$ cat src/rtl/fmadd_add_round_stage.sv
// FMADD rounding/packing stage: applies the IEEE-754 rounding mode to a normalized
// mantissa, packs the result with exception flags, and buffers it behind a 2-entry skid.
module fmadd_add_round_stage #(
    parameter int std = 31,
    parameter int man = 22,
    parameter int exp = 7
) (
    input  logic           clk,
    input  logic           rst,
    input  logic           in_valid,
    output logic           in_ready,
    input  logic [man+1:0] in_mantissa,
    input  logic [exp+1:0] in_exponent,
    input  logic           in_guard,
    input  logic           in_round,
    input  logic           in_sticky,
    input  logic           in_sign,
    input  logic [2:0]     in_rm,
    output logic           out_valid,
    input  logic           out_ready,
    output logic [std:0]   out_result,
    output logic [4:0]     out_flags
);

    localparam logic [exp+2:0] EXP_TOP = (exp+3)'((1 << (exp+1)) - 1);

    // rest collapses everything below the rounding position into one bit
    function automatic logic round_up(input logic [2:0] rm, input logic sign,
                                      input logic lsb, input logic gd, input logic rest);
        case (rm)
            3'b001:  return 1'b0;
            3'b010:  return sign & (gd | rest);
            3'b011:  return ~sign & (gd | rest);
            3'b100:  return gd;
            default: return gd & (rest | lsb);
        endcase
    endfunction

    logic           hidden;
    logic           inc;
    logic           inc_w;
    logic           inexact;
    logic [man+2:0] sum;
    logic [man:0]   frac;
    logic [exp+2:0] exp_fin;
    logic           ovf;
    logic           ovf_inf;
    logic           tiny;
    logic           nx;
    logic           uf;
    logic [std:0]   new_result;
    logic [4:0]     new_flags;

    always_comb begin
        hidden  = in_mantissa[man+1];
        inexact = in_guard | in_round | in_sticky;
        inc     = round_up(in_rm, in_sign, in_mantissa[0], in_guard, in_round | in_sticky);
        inc_w   = round_up(in_rm, in_sign, in_guard, in_round, in_sticky);
        sum     = {1'b0, in_mantissa} + (man+3)'(inc);

        if (sum[man+2]) begin
            frac    = sum[man+1:1];
            exp_fin = {1'b0, in_exponent} + (exp+3)'(1);
        end else begin
            frac = sum[man:0];
            if (hidden)
                exp_fin = {1'b0, in_exponent};
            else if (sum[man+1])
                exp_fin = (exp+3)'(1);
            else
                exp_fin = '0;
        end

        ovf = (exp_fin >= EXP_TOP) | in_exponent[exp+1];
        case (in_rm)
            3'b001:  ovf_inf = 1'b0;
            3'b010:  ovf_inf = in_sign;
            3'b011:  ovf_inf = ~in_sign;
            default: ovf_inf = 1'b1;
        endcase

        // tininess is judged as if the exponent range were unbounded, i.e. after rounding
        tiny = ~hidden & ~((&in_mantissa[man:0]) & inc_w);
        nx   = inexact | ovf;
        uf   = tiny & nx;

        if (in_mantissa == '0 && !inexact) begin
            new_result = {in_sign, {(std){1'b0}}};
            new_flags  = '0;
        end else if (ovf) begin
            if (ovf_inf)
                new_result = {in_sign, {(exp+1){1'b1}}, {(man+1){1'b0}}};
            else
                new_result = {in_sign, {exp{1'b1}}, 1'b0, {(man+1){1'b1}}};
            new_flags = {2'b00, 1'b1, uf, 1'b1};
        end else begin
            new_result = {in_sign, exp_fin[exp:0], frac};
            new_flags  = {2'b00, 1'b0, uf, nx};
        end
    end

    logic         ready_q;
    logic         skid_valid;
    logic [std:0] skid_result;
    logic [4:0]   skid_flags;
    logic         accept;
    logic         out_free;
    logic         skid_next;

    assign in_ready = ready_q & ~rst;

    always_comb begin
        accept    = in_valid & in_ready;
        out_free  = ~out_valid | out_ready;
        skid_next = skid_valid ? ~out_free : (accept & ~out_free);
    end

    // the skid entry always drains into the output register ahead of any new input
    always_ff @(posedge clk) begin
        if (rst) begin
            ready_q     <= 1'b1;
            skid_valid  <= 1'b0;
            skid_result <= '0;
            skid_flags  <= '0;
            out_valid   <= 1'b0;
            out_result  <= '0;
            out_flags   <= '0;
        end else begin
            ready_q    <= ~skid_next;
            skid_valid <= skid_next;
            if (out_free) begin
                if (skid_valid) begin
                    out_valid  <= 1'b1;
                    out_result <= skid_result;
                    out_flags  <= skid_flags;
                end else if (accept) begin
                    out_valid  <= 1'b1;
                    out_result <= new_result;
                    out_flags  <= new_flags;
                end else begin
                    out_valid <= 1'b0;
                end
            end else if (accept) begin
                skid_result <= new_result;
                skid_flags  <= new_flags;
            end
        end
    end

endmodule

$ cat config.mk
export PLATFORM = sky130hd
export DESIGN_NAME = fmadd_add_round_stage
export DESIGN_NICKNAME = d
export VERILOG_FILES = /design/src/rtl/fmadd_add_round_stage.sv
export SDC_FILE = /design/constraint.sdc
export NUM_CORES = 1
export LEC_CHECK = 0
export BUFFER_PORTS_ARGS = -buffer_cell sky130_fd_sc_hd__buf_2
export CAP_MARGIN = 20
export CORE_MARGIN = 1.5
export CORE_UTILIZATION = 45
export CTS_BUF_LIST = sky130_fd_sc_hd__clkbuf_4 sky130_fd_sc_hd__clkbuf_8
export DETAILED_ROUTE_END_ITERATION = 7
export PLACE_DENSITY = 0.77
export SETUP_SLACK_MARGIN = 0.15
export SYNTH_ARGS = -nofsm -noshare
export SYNTH_HDL_FRONTEND = slang
export SYNTH_SLANG_ARGS = --single-unit
$ cat constraint.sdc
create_clock -name clk -period 4.25 [get_ports clk]
set_clock_uncertainty 0.1 [all_clocks]
set_input_delay 0.6375 -clock clk [delete_from_list [all_inputs] [get_ports clk]]
set_output_delay 0.6375 -clock clk [all_outputs]
set_load 0.02 [all_outputs]
==> impl_metrics.csv, run 1 <==
group,metric,value,unit
hold_path,min_from,"skid_flags[2]$_SDFFE_PP0P_",
hold_path,min_to,"skid_flags[2]$_SDFFE_PP0P_",
critical_path,crit_type,"in2reg",
clock_tree,cts_tree,"built",
cells_and_area,area_growth,17.3,%
placed_design,dp.cells,673,
sta,slew_headroom,31.9,%
sta,hold_viol_final,0,
detailed_routing,vias,4300,
synthesis,yosysUniqueCellTypes,54,
critical_path,worstPathArrival,3.81,ns
hold_path,min_path_cells,2,
floorplan,dieArea,9440,sq um
sta,fin_crit,3.66,ns
critical_path,cp.required,4.40,ns
sta,setup_tns,0,ns
power_and_ir_drop,power.share.sequential,48.7,%
global_route,antenna_found_initial,0,
sta,setup_viol,0,
sta,drv_slew,0,
cells_and_area,drive_gt1_share,22.5,%
power_and_ir_drop,power.total,1.52,mW
critical_path,cp_num_buf_inv,2,
synthesis,avgSynthCellArea,7.98,sq um
sta,period_share,86.1,%
synthesis,synth_edf_count,0,
clock_tree,numClockSinks,73,
clock_tree,insertion_delay,0.36,ns
cells_and_area,fillers,829,
sta,clock.fmax,273,MHz
placed_design,gp_congestion,0.962,
clock_tree,cts_setup_buffers,0,
detailed_routing,wl_per_cell,17.4,um
run_status,status,"complete, no violations",
detailed_routing,drtIter0Drc,398,
placed_design,port_buffers,80,
clock_tree,cts_root_buf,"clkbuf_8",
critical_path,crit_path_top_delay_cell,"or4_4",
sta,fin_ws,0.589,ns
synthesis,synth-seq-cells,73,
critical_path,cp_max_fo,12,
detailed_routing,viasPerCell,6.24,
synthesis,yosys-top-cells-area,"dfxtp_1, o21ai_0, nand2_1",
synthesis,synth_largest_area_cell,"dfxtp_1",
floorplan,core_area,8640,sq um
power_and_ir_drop,clkPwrFrac,31.8,%
critical_path,reg2reg_depth,6,
hold_path,hp-class,"reg2reg",
power_and_ir_drop,switchingPower,485,uW
power_and_ir_drop,powerDensity,325,nW/um^2
global_route,grt_pass1_wl,19.6,mm
synthesis,yosysWarnings,0,
floorplan,die_y,97.1,um
power_and_ir_drop,p_leak,1.80,nW
cells_and_area,final_cell_mix,"buf_2, dfxtp_1, nand2_1, o21ai_0, a21oi_1",
sta,rsz0062_at_grt,"no",
cells_and_area,diodes,0,
global_route,track_usage,25.3,%
placed_design,post-place-ws,0.267,ns
global_route,gr-total-overflow,0,
floorplan,die-width,97.1,um
synthesis,ys_seq_area_share,36.6,%
sta,tightestPinTransition,1.02,ns
detailed_routing,drtPass1Iterations,5,
floorplan,start_util,46.2,%
synthesis,async_flop_share,0,%
clock_tree,postCtsResizedCells,0,
cells_and_area,final_cell_area,4680,sq um
critical_path,critPathMostFrequentCell,"ha_1",
cells_and_area,layout_commonest_cell,"buf_2",
clock_tree,htree_levels,3,
critical_path,cp-start-kind,"input port",
critical_path,slowest_delay,0.58,ns
placed_design,placed_area,4510,sq um
synthesis,synthFlopType,"dfxtp_1",
clock_tree,clock_path_buffers,2,
cells_and_area,final_cell_count_no_fill,689,
clock_tree,clkTransAtPathRegs,0.09,ns
cells_and_area,final_util,54.2,%
synthesis,synth_top_area_share,36.6,%
power_and_ir_drop,p_int,1.03,mW
clock_tree,cts_buffers,9,
job,drv_cap,0,
floorplan,ios,83,
critical_path,rr_endpoint,"skid_result[17]$_SDFFE_PP0P_",
critical_path,reg2reg_slack,1.82,ns
critical_path,path_cells,"buf_2 > xor2_1 > nand3b_1 > nor2_1 > o221a_2 > ha_1 > ha_1 > and4_1 > nand3_2 > or4_4 > a21boi_1 > buf_4 > nand2_1 > a31o_2",
floorplan,num_rows,34,
synthesis,syn_inst,500,
synthesis,netlist_area,3990,sq um
detailed_routing,drc,0,
power_and_ir_drop,p_comb_share,19.5,%
critical_path,worstSetupEndpointType,"flip-flop",
critical_path,r2r-start,"out_valid$_SDFFE_PP0N_",
critical_path,cp.depth,14,
global_route,grt_pass1_vias,3960,
power_and_ir_drop,switching_share,31.9,%
power_and_ir_drop,vdd_ir_drop_max,0.000173,V
cells_and_area,nNetsFinal,623,
sta,hold-worst-slack,0.362,ns
detailed_routing,ant_nets,0,
clock_tree,hold_buffers,0,
detailed_routing,drt_wl_total,12.0,mm
placed_design,dp_hpwl,8.83,mm
critical_path,cp_top_family,"simple AND/OR/NAND/NOR gates",
global_route,grt_max_degree,32,
[worst reg2reg max path, stage by stage (launching register included)]
cell	delay, ns
dfxtp_1	0.33
nand2b_1	0.41
nor3_1	0.61
o21ai_1	0.34
a21oi_1	0.21
buf_4	0.23
a22o_1	0.16
[registers in the layout, indices dropped and copies added, names as in the netlist]
register     count
out_result      32
skid_result     32
out_flags        3
skid_flags       3
out_valid        1
ready_q          1
skid_valid       1
[power by group through the flow]
stage | Clock, mW | Sequential [mW] | Combinational, mW
after global placement | 0 | 0.755 | 0.286
after CTS | 0.483 | 0.740 | 0.293
after global routing | 0.508 | 0.744 | 0.321
after floorplan | 0 | 0.786 | 0.144
after detailed placement | 0 | 0.755 | 0.291
final | 0.483 | 0.740 | 0.296
[kinds of logic (layout without fill, tap and decap cells)]
group                      after synthesis  after routing  share of synthesized area (%)
xor gates and xnor gates                24             24                           5.27
AOI/OAI and AO/OA                      167            167                           27.2
adders and majority gates                3              3                          0.941
buffers and inverters                   36            116                           3.80
DFF                                     73             73                           36.6
and+or+nand+nor                        193            193                           25.3
muxes                                    3              3                          0.753
other                                    1              2                         0.0940
[how the worst max path moves through the flow]
stage                  start                     endpoint
CTS                  in_sign  out_result[12]$_SDFFE_PP0P_
detailed placement   in_sign  out_result[12]$_SDFFE_PP0P_
finish               in_sign  out_result[14]$_SDFFE_PP0P_
global route         in_sign  skid_result[6]$_SDFFE_PP0P_
floorplan           in_rm[0]  out_result[10]$_SDFFE_PP0P_
global placement     in_sign  out_result[14]$_SDFFE_PP0P_
[cell usage after synthesis, types with 2 or more instances]
master     n
a211oi_1   9
a21bo_2    4
a21oi_1   32
a21oi_2    4
a22o_1    14
a31o_2     6
a31oi_1   16
a32oi_1    7
and2_1     2
and3_1     9
and4_1     5
buf_2      4
buf_4      3
clkbuf_1  24
dfxtp_1   73
ha_1       3
inv_1      5
mux2i_1    3
nand2_1   57
nand2b_1   2
nand3_1   19
nand3b_1  11
nand4_1   14
nand4b_1   3
nor2_1    29
nor3_1    20
nor4_1    12
nor4b_1    2
o211ai_1   2
o21ai_0   56
o21ai_1    2
o22ai_1    3
or3_1      2
xnor2_1   12
xor2_1    12
[metal layers]
metal	track usage (%)	wire (um)	vias to the layer above
li1	-	-	2029
met1	34.0	5180	2023
met2	39.2	5540	226
met3	5.97	1070	22
met4	9.92	231	0
met5	0	0	-
[final cells by class]
| class | count | area [sq um] | share of cell area, % |
|---|---|---|---|
| Multi-Input combinational cell | 392 | 2380 | 50.8 |
| Sequential cell | 73 | 1460 | 31.2 |
| Timing Repair Buffer | 95 | 513 | 11.0 |
| Tap cell | 108 | 135 | 2.89 |
| Clock buffer | 9 | 124 | 2.65 |
| Clock inverter | 7 | 47.5 | 1.02 |
| Inverter | 5 | 18.8 | 0.401 |
(Power assumes the default switching activity.)
==> inputs of run 2 (changes only) <==
--- a/config.mk
+++ b/config.mk
@@ -8,10 +8,10 @@
 export BUFFER_PORTS_ARGS = -buffer_cell sky130_fd_sc_hd__buf_2
 export CAP_MARGIN = 20
 export CORE_MARGIN = 1.5
-export CORE_UTILIZATION = 45
+export CORE_UTILIZATION = 39
 export CTS_BUF_LIST = sky130_fd_sc_hd__clkbuf_4 sky130_fd_sc_hd__clkbuf_8
 export DETAILED_ROUTE_END_ITERATION = 7
-export PLACE_DENSITY = 0.77
+export PLACE_DENSITY = 0.69
 export SETUP_SLACK_MARGIN = 0.15
 export SYNTH_ARGS = -nofsm -noshare
 export SYNTH_HDL_FRONTEND = slang
==> run 2 against run 1 <==
Non-clock buffer count is 2 higher; first-iteration DRC count is 5.8% higher; routed wire length is 0.21% higher; sequential power hardly changed; total power is 4.2% higher; fmax is 0.78% higher; critical path type unchanged; cell count is 3.9% higher; cell area is 1.6% higher.
==> impl_metrics.csv, run 2 (synthesized netlist as in run 1, its figures left out) <==
group,metric,value,unit
floorplan,ios,83,
sta,setup_viol,0,
global_route,grt_max_degree,40,
critical_path,worstSetupEndpointType,"flip-flop",
floorplan,num_rows,36,
detailed_routing,ant_nets,0,
cells_and_area,final_cell_count_no_fill,716,
job,drv_cap,0,
hold_path,min_from,"skid_result[16]$_SDFFE_PP0P_",
critical_path,crit_path_top_delay_cell,"or4_4",
power_and_ir_drop,p_leak,1.84,nW
sta,period_share,85.5,%
cells_and_area,nNetsFinal,625,
critical_path,reg2reg_slack,1.94,ns
clock_tree,cts_tree,"built",
floorplan,die-width,104,um
power_and_ir_drop,power.total,1.58,mW
detailed_routing,drtPass1Iterations,5,
run_status,status,"complete, no violations",
sta,hold-worst-slack,0.353,ns
floorplan,start_util,40.4,%
clock_tree,clock_path_buffers,2,
cells_and_area,final_cell_mix,"buf_2, dfxtp_1, nand2_1, o21ai_0, a21oi_1",
sta,tightestPinTransition,1.02,ns
detailed_routing,drtIter0Drc,421,
floorplan,die_y,104,um
critical_path,cp-start-kind,"input port",
critical_path,cp_max_fo,12,
sta,drv_slew,0,
placed_design,dp_hpwl,9.00,mm
cells_and_area,layout_commonest_cell,"buf_2",
cells_and_area,diodes,0,
critical_path,crit_type,"in2reg",
global_route,grt_pass1_wl,19.8,mm
clock_tree,numClockSinks,73,
global_route,grtUsageMet2,34.0,%
clock_tree,cts_buffers,9,
global_route,grt_util_met1,31.9,%
critical_path,slowest_delay,0.58,ns
placed_design,port_buffers,80,
floorplan,dieArea,10800,sq um
clock_tree,cts_root_buf,"clkbuf_8",
placed_design,gp_congestion,0.920,
sta,hold_viol_final,0,
global_route,gr-total-overflow,0,
floorplan,core_area,9860,sq um
hold_path,min_path_cells,2,
global_route,gr-max-usage-layer,"met2",
placed_design,post-place-ws,0.327,ns
detailed_routing,vias,4204,
detailed_routing,viasPerCell,5.87,
power_and_ir_drop,vdd_ir_drop_max,0.000151,V
clock_tree,cts_setup_buffers,0,
cells_and_area,drive_gt1_share,22.8,%
power_and_ir_drop,powerDensity,333,nW/um^2
placed_design,dp.cells,700,
critical_path,rr_endpoint,"out_result[21]$_SDFFE_PP0P_",
cells_and_area,biggestRegsByFlops,"out_result: 32 flops, skid_result: 32 flops",
clock_tree,insertion_delay,0.35,ns
critical_path,critPathMostFrequentCell,"ha_1",
clock_tree,postCtsResizedCells,0,
sta,setup_tns,0,ns
clock_tree,hold_buffers,0,
clock_tree,htree_levels,3,
sta,fin_crit,3.63,ns
global_route,antenna_found_initial,0,
sta,fin_ws,0.617,ns
detailed_routing,wl_per_cell,16.8,um
sta,clock.fmax,275,MHz
sta,rsz0062_at_grt,"no",
sta,slew_headroom,31.6,%
global_route,use_met3,4.64,%
critical_path,path_cells,"buf_2 > xor2_1 > nand3b_1 > nor2_1 > o221a_2 > ha_1 > ha_1 > and4_1 > nand3_2 > or4_4 > a21boi_1 > buf_4 > nand2_1 > a31o_2",
detailed_routing,drc,0,
clock_tree,clkTransAtPathRegs,0.07,ns
hold_path,hp-class,"reg2reg",
critical_path,worstPathArrival,3.77,ns
global_route,track_usage,22.5,%
global_route,grt_pass1_vias,3847,
cells_and_area,area_growth,19.2,%
critical_path,reg2reg_depth,5,
detailed_routing,drt_wl_total,12.0,mm
hold_path,min_to,"skid_result[16]$_SDFFE_PP0P_",
critical_path,cp.required,4.39,ns
critical_path,r2r-start,"out_valid$_SDFFE_PP0N_",
run 2: cell types whose count changed in the layout (fill, tap and decap cells not counted):
cell / previous run / this run
clkinvlp_4: 5 / 0
clkbuf_4: 0 / 3
buf_4: 15 / 17
bufinv_16: 0 / 1
clkbuf_8: 9 / 10
run 2: worst max-delay path: cells and delay by family:
kind	cells	cell delay, ns
and+or+nand+nor	6	1.46
AOI/OAI and AO/OA	3	0.71
adders and majority gates	2	0.45
buffers and inverters	2	0.36
xor gates and xnor gates	1	0.16
run 2: layout make-up:
class                           instances  area (sq um)
Inverter                                5          18.8
Fill cell                             985          5110
Sequential cell                        73          1460
Tap cell                              133           166
Timing Repair Buffer                   97           528
Clock buffer                           13           160
Clock inverter                          3          40.0
Multi-Input combinational cell        392          2380
run 2: per-stage QoR:
stage / area, sq um / util (%)
2_1_floorplan: 3990 / -
3_3_place_gp: 4550 / 46.2
3_5_place_dp: 4550 / 46.2
4_1_cts: 4750 / 48.2
5_1_grt: 4750 / 48.2
6_report: 4750 / 48.2
run 2: how the worst max path moves through the flow:
stage,startpoint,end,slack [ns],depth (start not counted)
floorplan,in_rm[0],out_result[10]$_SDFFE_PP0P_,0.62,12
CTS,in_sign,out_result[10]$_SDFFE_PP0P_,0.68,13
global route,in_sign,out_result[4]$_SDFFE_PP0P_,0.37,13
finish,in_sign,out_result[22]$_SDFFE_PP0P_,0.62,14
detailed placement,in_sign,out_result[10]$_SDFFE_PP0P_,0.33,13
global placement,in_sign,out_result[20]$_SDFFE_PP0P_,0.35,14
run 2: per-layer routing:
metal | share of wire [%] | vias up
li1 | - | 2024
met1 | 46 | 1973
met2 | 45 | 191
met3 | 7.6 | 16
met4 | 1.3 | 0
met5 | 0 | -
run 2: power by group:
group / switching (mW) / internal (mW) / total, mW / leakage, nW
Sequential: 0.0190 / 0.721 / 0.740 / 0.596
Combinational: 0.191 / 0.104 / 0.295 / 1.14
Clock: 0.243 / 0.305 / 0.549 / 0.108
Total: 0.453 / 1.13 / 1.58 / 1.84
==> inputs of run 3 (changes only) <==
--- a/config.mk
+++ b/config.mk
@@ -8,10 +8,10 @@
 export BUFFER_PORTS_ARGS = -buffer_cell sky130_fd_sc_hd__buf_2
 export CAP_MARGIN = 20
 export CORE_MARGIN = 1.5
-export CORE_UTILIZATION = 39
+export CORE_UTILIZATION = 57
 export CTS_BUF_LIST = sky130_fd_sc_hd__clkbuf_4 sky130_fd_sc_hd__clkbuf_8
 export DETAILED_ROUTE_END_ITERATION = 7
-export PLACE_DENSITY = 0.69
+export PLACE_DENSITY = 0.92
 export SETUP_SLACK_MARGIN = 0.15
 export SYNTH_ARGS = -nofsm -noshare
 export SYNTH_HDL_FRONTEND = slang
==> run 3 against run 2 <==
Combinational power grew 2%; first-iteration DRC count grew 26%; clock-buffer cell count shrank 3; routed wire length grew 2.4%; flip-flop and latch count is the same; via count grew 5.4%; clock power grew 10%; critical path depth shrank 1; critical path type unchanged; largest power group unchanged; highest routed layer unchanged.
==> impl_metrics.csv, run 3 (synthesized netlist as in run 1, its figures left out) <==
group,metric,value,unit
sta,tightestPinTransition,0.910,ns
placed_design,placed_area,4510,sq um
clock_tree,postCtsResizedCells,0,
cells_and_area,nNetsFinal,628,
placed_design,gp_congestion,0.960,
critical_path,cp.required,4.44,ns
cells_and_area,area_growth,19.0,%
floorplan,start_util,58.7,%
critical_path,cp_max_fo,8,
critical_path,cp_num_buf_inv,1,
critical_path,path_cells,"buf_2 > xor2_1 > nand3b_1 > nor2_1 > o221a_2 > ha_1 > ha_1 > and4_1 > nand3_2 > or4_4 > a311oi_4 > a21bo_2 > a21oi_2",
global_route,antenna_found_initial,0,
clock_tree,cts_buffers,9,
critical_path,worstSetupEndpointType,"flip-flop",
global_route,gr-max-usage-layer,"met2",
clock_tree,htree_levels,3,
critical_path,cp_top_family,"simple AND/OR/NAND/NOR gates",
global_route,gr-total-overflow,0,
cells_and_area,final_cell_mix,"buf_2, dfxtp_1, nand2_1, o21ai_0, a21oi_1",
global_route,track_usage,33.9,%
clock_tree,clkTransAtPathRegs,0.07,ns
placed_design,dp_hpwl,8.77,mm
global_route,grt_max_degree,32,
sta,drv_slew,0,
placed_design,port_buffers,80,
clock_tree,cts_root_buf,"clkbuf_8",
cells_and_area,final_cell_area,4750,sq um
clock_tree,cts_setup_buffers,0,
placed_design,post-place-ws,0.00315,ns
detailed_routing,drtPass1Iterations,7,
sta,setup_viol,0,
floorplan,dieArea,7510,sq um
cells_and_area,drive_gt1_share,23.1,%
critical_path,slowest_delay,0.59,ns
global_route,grt_pass1_vias,3996,
critical_path,reg2reg_slack,1.79,ns
sta,slew_headroom,38.9,%
sta,hold-worst-slack,0.354,ns
clock_tree,cts_tree,"built",
job,drv_cap,0,
sta,clock.fmax,275,MHz
detailed_routing,wl_per_cell,18.1,um
clock_tree,insertion_delay,0.36,ns
detailed_routing,drtIter0Drc,530,
global_route,grtUsageMet2,54.8,%
sta,fin_crit,3.64,ns
clock_tree,clock_path_buffers,2,
critical_path,worstPathArrival,3.84,ns
clock_tree,numClockSinks,73,
detailed_routing,drt_wl_total,12.3,mm
run_status,status,"complete, no violations",
critical_path,crit_path_top_delay_cell,"or4_4",
sta,fin_ws,0.608,ns
sta,period_share,85.7,%
floorplan,ios,83,
cells_and_area,biggestRegsByFlops,"out_result: 32 flops, skid_result: 32 flops",
sta,setup_tns,0,ns
critical_path,crit_type,"in2reg",
power_and_ir_drop,powerDensity,347,nW/um^2
global_route,grt_pass1_wl,19.9,mm
floorplan,num_rows,30,
critical_path,cp-start-kind,"input port",
cells_and_area,diodes,0,
detailed_routing,ant_nets,0,
detailed_routing,viasPerCell,6.51,
hold_path,hp-class,"reg2reg",
global_route,use_met3,5.24,%
global_route,grt_util_met1,46.2,%
clock_tree,hold_buffers,0,
sta,rsz0062_at_grt,"no",
floorplan,die-width,86.6,um
power_and_ir_drop,p_leak,1.85,nW
cells_and_area,layout_commonest_cell,"buf_2",
power_and_ir_drop,vdd_ir_drop_max,0.000143,V
detailed_routing,drc,0,
sta,hold_viol_final,0,
floorplan,core_area,6790,sq um
detailed_routing,vias,4433,
critical_path,critPathMostFrequentCell,"ha_1",
floorplan,die_y,86.6,um
cells_and_area,final_util,69.9,%
run 3: cell count changes in the layout (fill, tap and decap cells not counted), sizes merged:
| cell | before | now |
|---|---|---|
| buf | 97 | 100 |
| bufinv | 1 | 2 |
| clkbuf | 13 | 10 |
| clkinv | 2 | 1 |
| clkinvlp | 0 | 2 |
run 3: final timing paths:
| kind | start | end | depth (start not counted) |
|---|---|---|---|
| hold reg to reg | skid_result[31]$_SDFFE_PP0P_ | skid_result[31]$_SDFFE_PP0P_ | 2 |
| hold / removal | skid_result[31]$_SDFFE_PP0P_ | skid_result[31]$_SDFFE_PP0P_ | 2 |
| setup / recovery | in_sign | out_result[12]$_SDFFE_PP0P_ | 13 |
| setup reg to reg | skid_valid$_SDFF_PP0_ | out_result[21]$_SDFFE_PP0P_ | 4 |
run 3: worst reg2reg max path, stage by stage, from the launching register on:
cell     delay [ns]
dfxtp_1        0.89
o21a_1         0.72
nand2_1        0.17
nor4b_1        0.36
nor3_1         0.10
run 3: power breakdown:
group	switching [mW]	internal (mW)
sequential	0.0201	0.721
combinational	0.194	0.106
clock	0.264	0.342
run 3: cell type report:
type                            count  area, sq um
Clock inverter                      5         80.1
Tap cell                           96          120
Fill cell                         543         2050
Sequential cell                    73         1460
Multi-Input combinational cell    392         2380
Timing Repair Buffer              100          551
Clock buffer                       10          138
Inverter                            5         18.8
run 3: metrics by stage:
stage / power, mW / instances
3_3_place_gp: 1.04 / 664
6_report: 1.65 / 681
5_1_grt: 1.70 / 681
2_1_floorplan: 0.930 / 501
4_1_cts: 1.64 / 679
3_5_place_dp: 1.05 / 664
run 3: routing by layer:
metal,share of wire [%],wire (um)
met1,42,5150
met2,47,5830
met4,2.1,262
met3,8.9,1100
met5,0,0
